File: src/rtl/game_round_timer.sv
// BCD mm:ss round countdown driven by a prescaler tick, with start/pause/load/clear control and expiry flags.
// Latency: a control or tick_in sampled at edge N updates the digits and flags at edge N; 0 cycles of added delay.
// Backpressure: none; every input is acted on in the cycle it is sampled. Optional blinking low-time warn: GAME_TIMER_WARN_EN.
module game_round_timer #(
  parameter int TICKS_PER_SEC = 1,
  parameter int PRE_MT        = 0,
  parameter int PRE_MO        = 2,
  parameter int PRE_ST        = 0,
  parameter int PRE_SO        = 0,
  parameter int WARN_SEC      = 10
) (
  input  logic        clk,
  input  logic        rst,
  input  logic        clear_time,
  input  logic        tick_in,
  input  logic        start,
  input  logic        pause,
  input  logic        load_en,
  input  logic [15:0] load_value,
  output logic [3:0]  min_tens,
  output logic [3:0]  min_ones,
  output logic [3:0]  sec_tens,
  output logic [3:0]  sec_ones,
  output logic        running,
  output logic        expired,
  output logic        expire_pulse,
  output logic        warn
);

  localparam logic [1:0] S_IDLE    = 2'd0;
  localparam logic [1:0] S_RUN     = 2'd1;
  localparam logic [1:0] S_PAUSE   = 2'd2;
  localparam logic [1:0] S_EXPIRED = 2'd3;

  localparam logic [7:0] TICK_LAST = 8'(TICKS_PER_SEC - 1);
  localparam logic [3:0] P_MT = 4'(PRE_MT);
  localparam logic [3:0] P_MO = 4'(PRE_MO);
  localparam logic [3:0] P_ST = 4'(PRE_ST);
  localparam logic [3:0] P_SO = 4'(PRE_SO);

  logic [1:0] state;
  logic [7:0] tick_cnt;

  logic [3:0] ld_mt, ld_mo, ld_st, ld_so;
  logic       load_ok, go, hold, is_zero, tick_act, tick_wrap;
  logic [3:0] dec_mt, dec_mo, dec_st, dec_so;
  logic       dec_zero;

  assign ld_mt = load_value[15:12];
  assign ld_mo = load_value[11:8];
  assign ld_st = load_value[7:4];
  assign ld_so = load_value[3:0];

  // A load is refused while running or when any digit is outside its BCD range
  assign load_ok = load_en && (state != S_RUN) &&
                   (ld_mt <= 4'd9) && (ld_mo <= 4'd9) &&
                   (ld_st <= 4'd5) && (ld_so <= 4'd9);

  // start and pause together cancel each other out
  assign go   = start & ~pause;
  assign hold = pause & ~start;

  assign is_zero   = ({min_tens, min_ones, sec_tens, sec_ones} == 16'h0000);
  // A pause request in RUN takes precedence over a coincident tick
  assign tick_act  = (state == S_RUN) && !hold && tick_in;
  assign tick_wrap = tick_act && (tick_cnt == TICK_LAST);

  // One-second BCD decrement with borrow ripple; never evaluated at 00:00 in RUN
  always_comb begin
    dec_mt = min_tens;
    dec_mo = min_ones;
    dec_st = sec_tens;
    dec_so = sec_ones;
    if (sec_ones != 4'd0) begin
      dec_so = sec_ones - 4'd1;
    end else begin
      dec_so = 4'd9;
      if (sec_tens != 4'd0) begin
        dec_st = sec_tens - 4'd1;
      end else begin
        dec_st = 4'd5;
        if (min_ones != 4'd0) begin
          dec_mo = min_ones - 4'd1;
        end else begin
          dec_mo = 4'd9;
          dec_mt = min_tens - 4'd1;
        end
      end
    end
  end

  assign dec_zero = ({dec_mt, dec_mo, dec_st, dec_so} == 16'h0000);

  // Control FSM, prescale counter, digits and status flags
  always_ff @(posedge clk) begin
    if (rst || clear_time) begin
      state        <= S_IDLE;
      tick_cnt     <= 8'd0;
      min_tens     <= P_MT;
      min_ones     <= P_MO;
      sec_tens     <= P_ST;
      sec_ones     <= P_SO;
      running      <= 1'b0;
      expired      <= 1'b0;
      expire_pulse <= 1'b0;
    end else if (load_ok) begin
      state        <= S_IDLE;
      tick_cnt     <= 8'd0;
      min_tens     <= ld_mt;
      min_ones     <= ld_mo;
      sec_tens     <= ld_st;
      sec_ones     <= ld_so;
      running      <= 1'b0;
      expired      <= 1'b0;
      expire_pulse <= 1'b0;
    end else begin
      expire_pulse <= 1'b0;
      case (state)
        S_IDLE: begin
          if (go && !is_zero) begin
            state    <= S_RUN;
            tick_cnt <= 8'd0;
            running  <= 1'b1;
          end
        end
        S_PAUSE: begin
          if (go) begin
            state   <= S_RUN;
            running <= 1'b1;
          end
        end
        S_RUN: begin
          if (hold) begin
            state   <= S_PAUSE;
            running <= 1'b0;
          end else if (tick_wrap) begin
            tick_cnt <= 8'd0;
            min_tens <= dec_mt;
            min_ones <= dec_mo;
            sec_tens <= dec_st;
            sec_ones <= dec_so;
            if (dec_zero) begin
              state        <= S_EXPIRED;
              running      <= 1'b0;
              expired      <= 1'b1;
              expire_pulse <= 1'b1;
            end
          end else if (tick_act) begin
            tick_cnt <= tick_cnt + 8'd1;
          end
        end
        default: begin
          // EXPIRED waits for reset, clear or a load
        end
      endcase
    end
  end

`ifdef GAME_TIMER_WARN_EN
  localparam logic [12:0] WARN_LIM = 13'(WARN_SEC);

  logic [12:0] cur_secs;
  logic        cur_in_zone, new_in_zone;

  assign cur_secs    = 13'(min_tens) * 13'd600 + 13'(min_ones) * 13'd60 +
                       13'(sec_tens) * 13'd10  + 13'(sec_ones);
  assign cur_in_zone = (cur_secs <= WARN_LIM);
  assign new_in_zone = ((cur_secs - 13'd1) <= WARN_LIM);

  // Warn asserts on entering the low-time zone, then blinks once per decrement while running
  always_ff @(posedge clk) begin
    if (rst || clear_time || load_ok) begin
      warn <= 1'b0;
    end else if (state == S_IDLE) begin
      if (go && !is_zero) warn <= cur_in_zone;
    end else if (tick_wrap) begin
      if (dec_zero)          warn <= 1'b0;
      else if (!new_in_zone) warn <= 1'b0;
      else if (cur_in_zone)  warn <= ~warn;
      else                   warn <= 1'b1;
    end
  end
`else
  assign warn = 1'b0;
`endif

endmodule

File: config.mk
export PLATFORM = sky130hd
export DESIGN_NAME = game_round_timer
export DESIGN_NICKNAME = d
export VERILOG_FILES = /design/src/rtl/game_round_timer.sv
export SDC_FILE = /design/constraint.sdc
export NUM_CORES = 1
export LEC_CHECK = 0
export CAP_MARGIN = 20
export CORE_UTILIZATION = 35
export DETAILED_ROUTE_END_ITERATION = 16
export GPL_ROUTABILITY_DRIVEN = 0
export GPL_TIMING_DRIVEN = 0
export PLACE_DENSITY = 0.63
export SYNTH_ARGS = -nofsm -noshare
export SYNTH_HDL_FRONTEND = slang
export SYNTH_SLANG_ARGS = --single-unit
File: constraint.sdc
create_clock -name clk -period 2.3 [get_ports clk]
set_input_delay 0.69 -clock clk [delete_from_list [all_inputs] [get_ports clk]]
set_output_delay 0.69 -clock clk [all_outputs]
set_load 0.02 [all_outputs]
==> results of run 1 <==
==> metrics by stage <==
stage	setup TNS (ps)	cells
floorplan	0	209
global placement	-12540	304
detailed placement	-13180	304
CTS	0	315
global route	-3.95	314
finish	0	314
==> cells by family after synthesis <==
group | Yosys count | share of synthesized area
flops | 29 | 0.341
other cells | 1 | 0.00220
xor+xnor | 5 | 0.0257
mux | 2 | 0.0117
buf+inv | 18 | 0.0499
compound gates | 57 | 0.231
simple gates | 93 | 0.310
fa+ha+maj | 4 | 0.0294
==> metal layers <==
metal / GRT usage / vias up / part of all wire
li1: - / 870 / -
met3: 0.0394 / 4 / 0.045
met1: 0.243 / 802 / 0.47
met4: 0.0850 / 0 / 0.0093
met2: 0.310 / 41 / 0.48
met5: 0 / - / 0
==> placed cells by master, fill, tap and decap left out, drive strengths merged, types with 2 or more instances in the layout <==
cell type | netlist | layout
clkdlybuf4s50 | 0 | 39
dfxtp | 29 | 29
nor2 | 25 | 25
a21oi | 22 | 22
nand2 | 19 | 19
clkbuf | 5 | 13
inv | 9 | 9
nand3 | 9 | 9
buf | 4 | 6
o21ai | 6 | 6
nor3 | 6 | 6
a22oi | 5 | 5
or3 | 5 | 5
and3 | 4 | 4
a31oi | 4 | 4
xor2 | 4 | 4
ha | 4 | 4
or4 | 4 | 4
a221oi | 4 | 4
o211ai | 4 | 4
nor4 | 3 | 3
nand4 | 3 | 3
o31ai | 3 | 3
or2 | 3 | 3
nand2b | 3 | 3
mux2i | 2 | 2
dlygate4sd2 | 0 | 2
nor4b | 2 | 2
==> worst max path at each step <==
stage	startpoint	endpoint	slack [ps]	depth (start not counted)
floorplan	sec_ones[2]	tick_cnt[6]	50	8
detailed placement	start	running	-590	7
finish	sec_ones[2]	tick_cnt[6]	70	7
global placement	start	running	-580	7
global route	sec_ones[2]	tick_cnt[6]	-4	7
CTS	sec_ones[2]	tick_cnt[6]	20	8
==> layout make-up <==
| cell class | instances | area share |
|---|---|---|
| buffer | 8 | 0.0198 |
| multi-input combinational | 162 | 0.470 |
| timing repair buffer | 44 | 0.184 |
| tap | 54 | 0.0289 |
| inverter | 9 | 0.0144 |
| clock buffer | 8 | 0.0342 |
| sequential | 29 | 0.249 |
==> critical path: stages, from the launching register on <==
cell and delay (ps):
dfxtp_2 340, or2_4 270, or4_1 390, buf_4 170, or4_4 600, nand4_1 150, xor2_1 150, nor2_1 50
==> flip-flops by register name (all words and copies together), names as in the netlist <==
signal        flops
tick_cnt          8
running           1
min_ones          4
expire_pulse      1
sec_ones          4
expired           1
sec_tens          4
min_tens          4
state             2
==> report_power, final <==
part | switching, uW | internal, uW
registers | 6.25 | 507
clock network | 197 | 215
logic | 74.5 | 72.9
total | 278 | 795
==> timing repair <==
item / in CTS / in global routing
endpoints found under the setup margin: 28 / 15
pin swaps: 5 / 2
resized for setup: 15 / 6
setup buffers: 3 / 0
==> impl_metrics.ini, run 1 <==
[grt]
grt_pass1_vias = 1591
grt_overflow_total = 0
antenna_found_initial = 0
grt_max_degree = 11
grt_pass1_wl_um = 7490
grt_use_total = 0.191

[routing]
drtAntennaViolNets = 0
vias = 1717
dr.pass1.iters = 4
drt_iter0_drc = 140
wire_per_inst_um = 14.3
drc = 0
vias_per_cell = 5.47
routed_wl_um = 4510

[critical_path]
reg2reg_from = sec_ones[2]
r2r_slack_ps = 70
path_max_fanout = 7
startpoint_type = flip-flop
crit_arrival_ps = 2410
rr_worst_depth = 7
end_kind = flip-flop
critPathRequiredTime_ps = 2480
setup.worst_path.class = reg2reg
rr_endpoint = tick_cnt[6]

[finish]
final_nets = 286
drive_gt1_frac = 0.173
seq_area_um2 = 582
antenna_cells = 0
multi_input_area_mm2 = 0.00110
nFillCells = 468
area_growth_pct = 37.4
post-route-util = 0.499
finalInstanceArea_mm2 = 0.00234

[synth]
synth_top_area_frac = 0.341
synth_ff_type = dfxtp_1
synth.most_common_cell = dfxtp_1
synth_commonest_cells = dfxtp_1 (29), nor2_1 (22), a21oi_1 (19)
synth_seq_area_share = 0.341
synth_edf_count = 0
yosysTopAreaCell = dfxtp_1
syn-cell-area_mm2 = 0.00170
syn_inst = 209
ys_seq_elements = 29
syn-num-nets = 236
ys_async_sr_fraction = 0
synth_cell_types = 58
avgSynthCellArea_um2 = 8.15
ys_warn_count = 0
ys_top_cells_by_area = dfxtp_1 (34%), a21oi_1 (5.6%), nor2_1 (4.8%)

[timing]
setup_violations = 0
whs_ps = 451
hold_viol_final = 0
period_minus_slack_ps = 2230
maxSlewViolCount = 0
max_slew_margin = 0.639
finalClockSkew_ps = 4.70
grt_setup_unrepaired = true
worst_pin_slew_ps = 536
setup_slack_ps = 69.3
fmax_ghz = 0.448
fin_crit_sh = 0.970

[cts]
clk_pin_slew_worst_paths_ps = 60
clock-sinks = 29
clockBufferDepth = 2
cts_tree = done
ctsHoldBuffers = 0
root_buffer = clkbuf_8
clock_latency_ps = 290
cts_buffers = 5
htree_levels = 2

[hold_path]
hp-class = reg2reg
worstHoldStart = expired
hold_depth = 2
hold-path-endpoint = expired

[die]
die_x_um = 71.8
coreArea_mm2 = 0.00469
rows = 25
dieHeight_um = 71.8
die-area_mm2 = 0.00515
start_util = 0.363
pin_count = 43

[placed_design]
numPortBuffers = 41
dp_hpwl_um = 3200
place_area_mm2 = 0.00218
post-place-ws_ps = -591

[power_and_ir_drop]
ir_drop_mv = 0.259
p_leak_uw = 0.000786
power_uw = 1070
power_density_mw_per_mm2 = 458

[job]
max_cap_violations = 0

[run_status]
status = completed
Note: power is estimated with default switching activity, not from simulation.
==> inputs of run 2 (changes only) <==
CAP_MARGIN = 10   (was 20)
GPL_ROUTABILITY_DRIVEN = unset   (was 0)
==> results of run 2 <==
Final layout, timing and power as in run 1 (identical DEF).
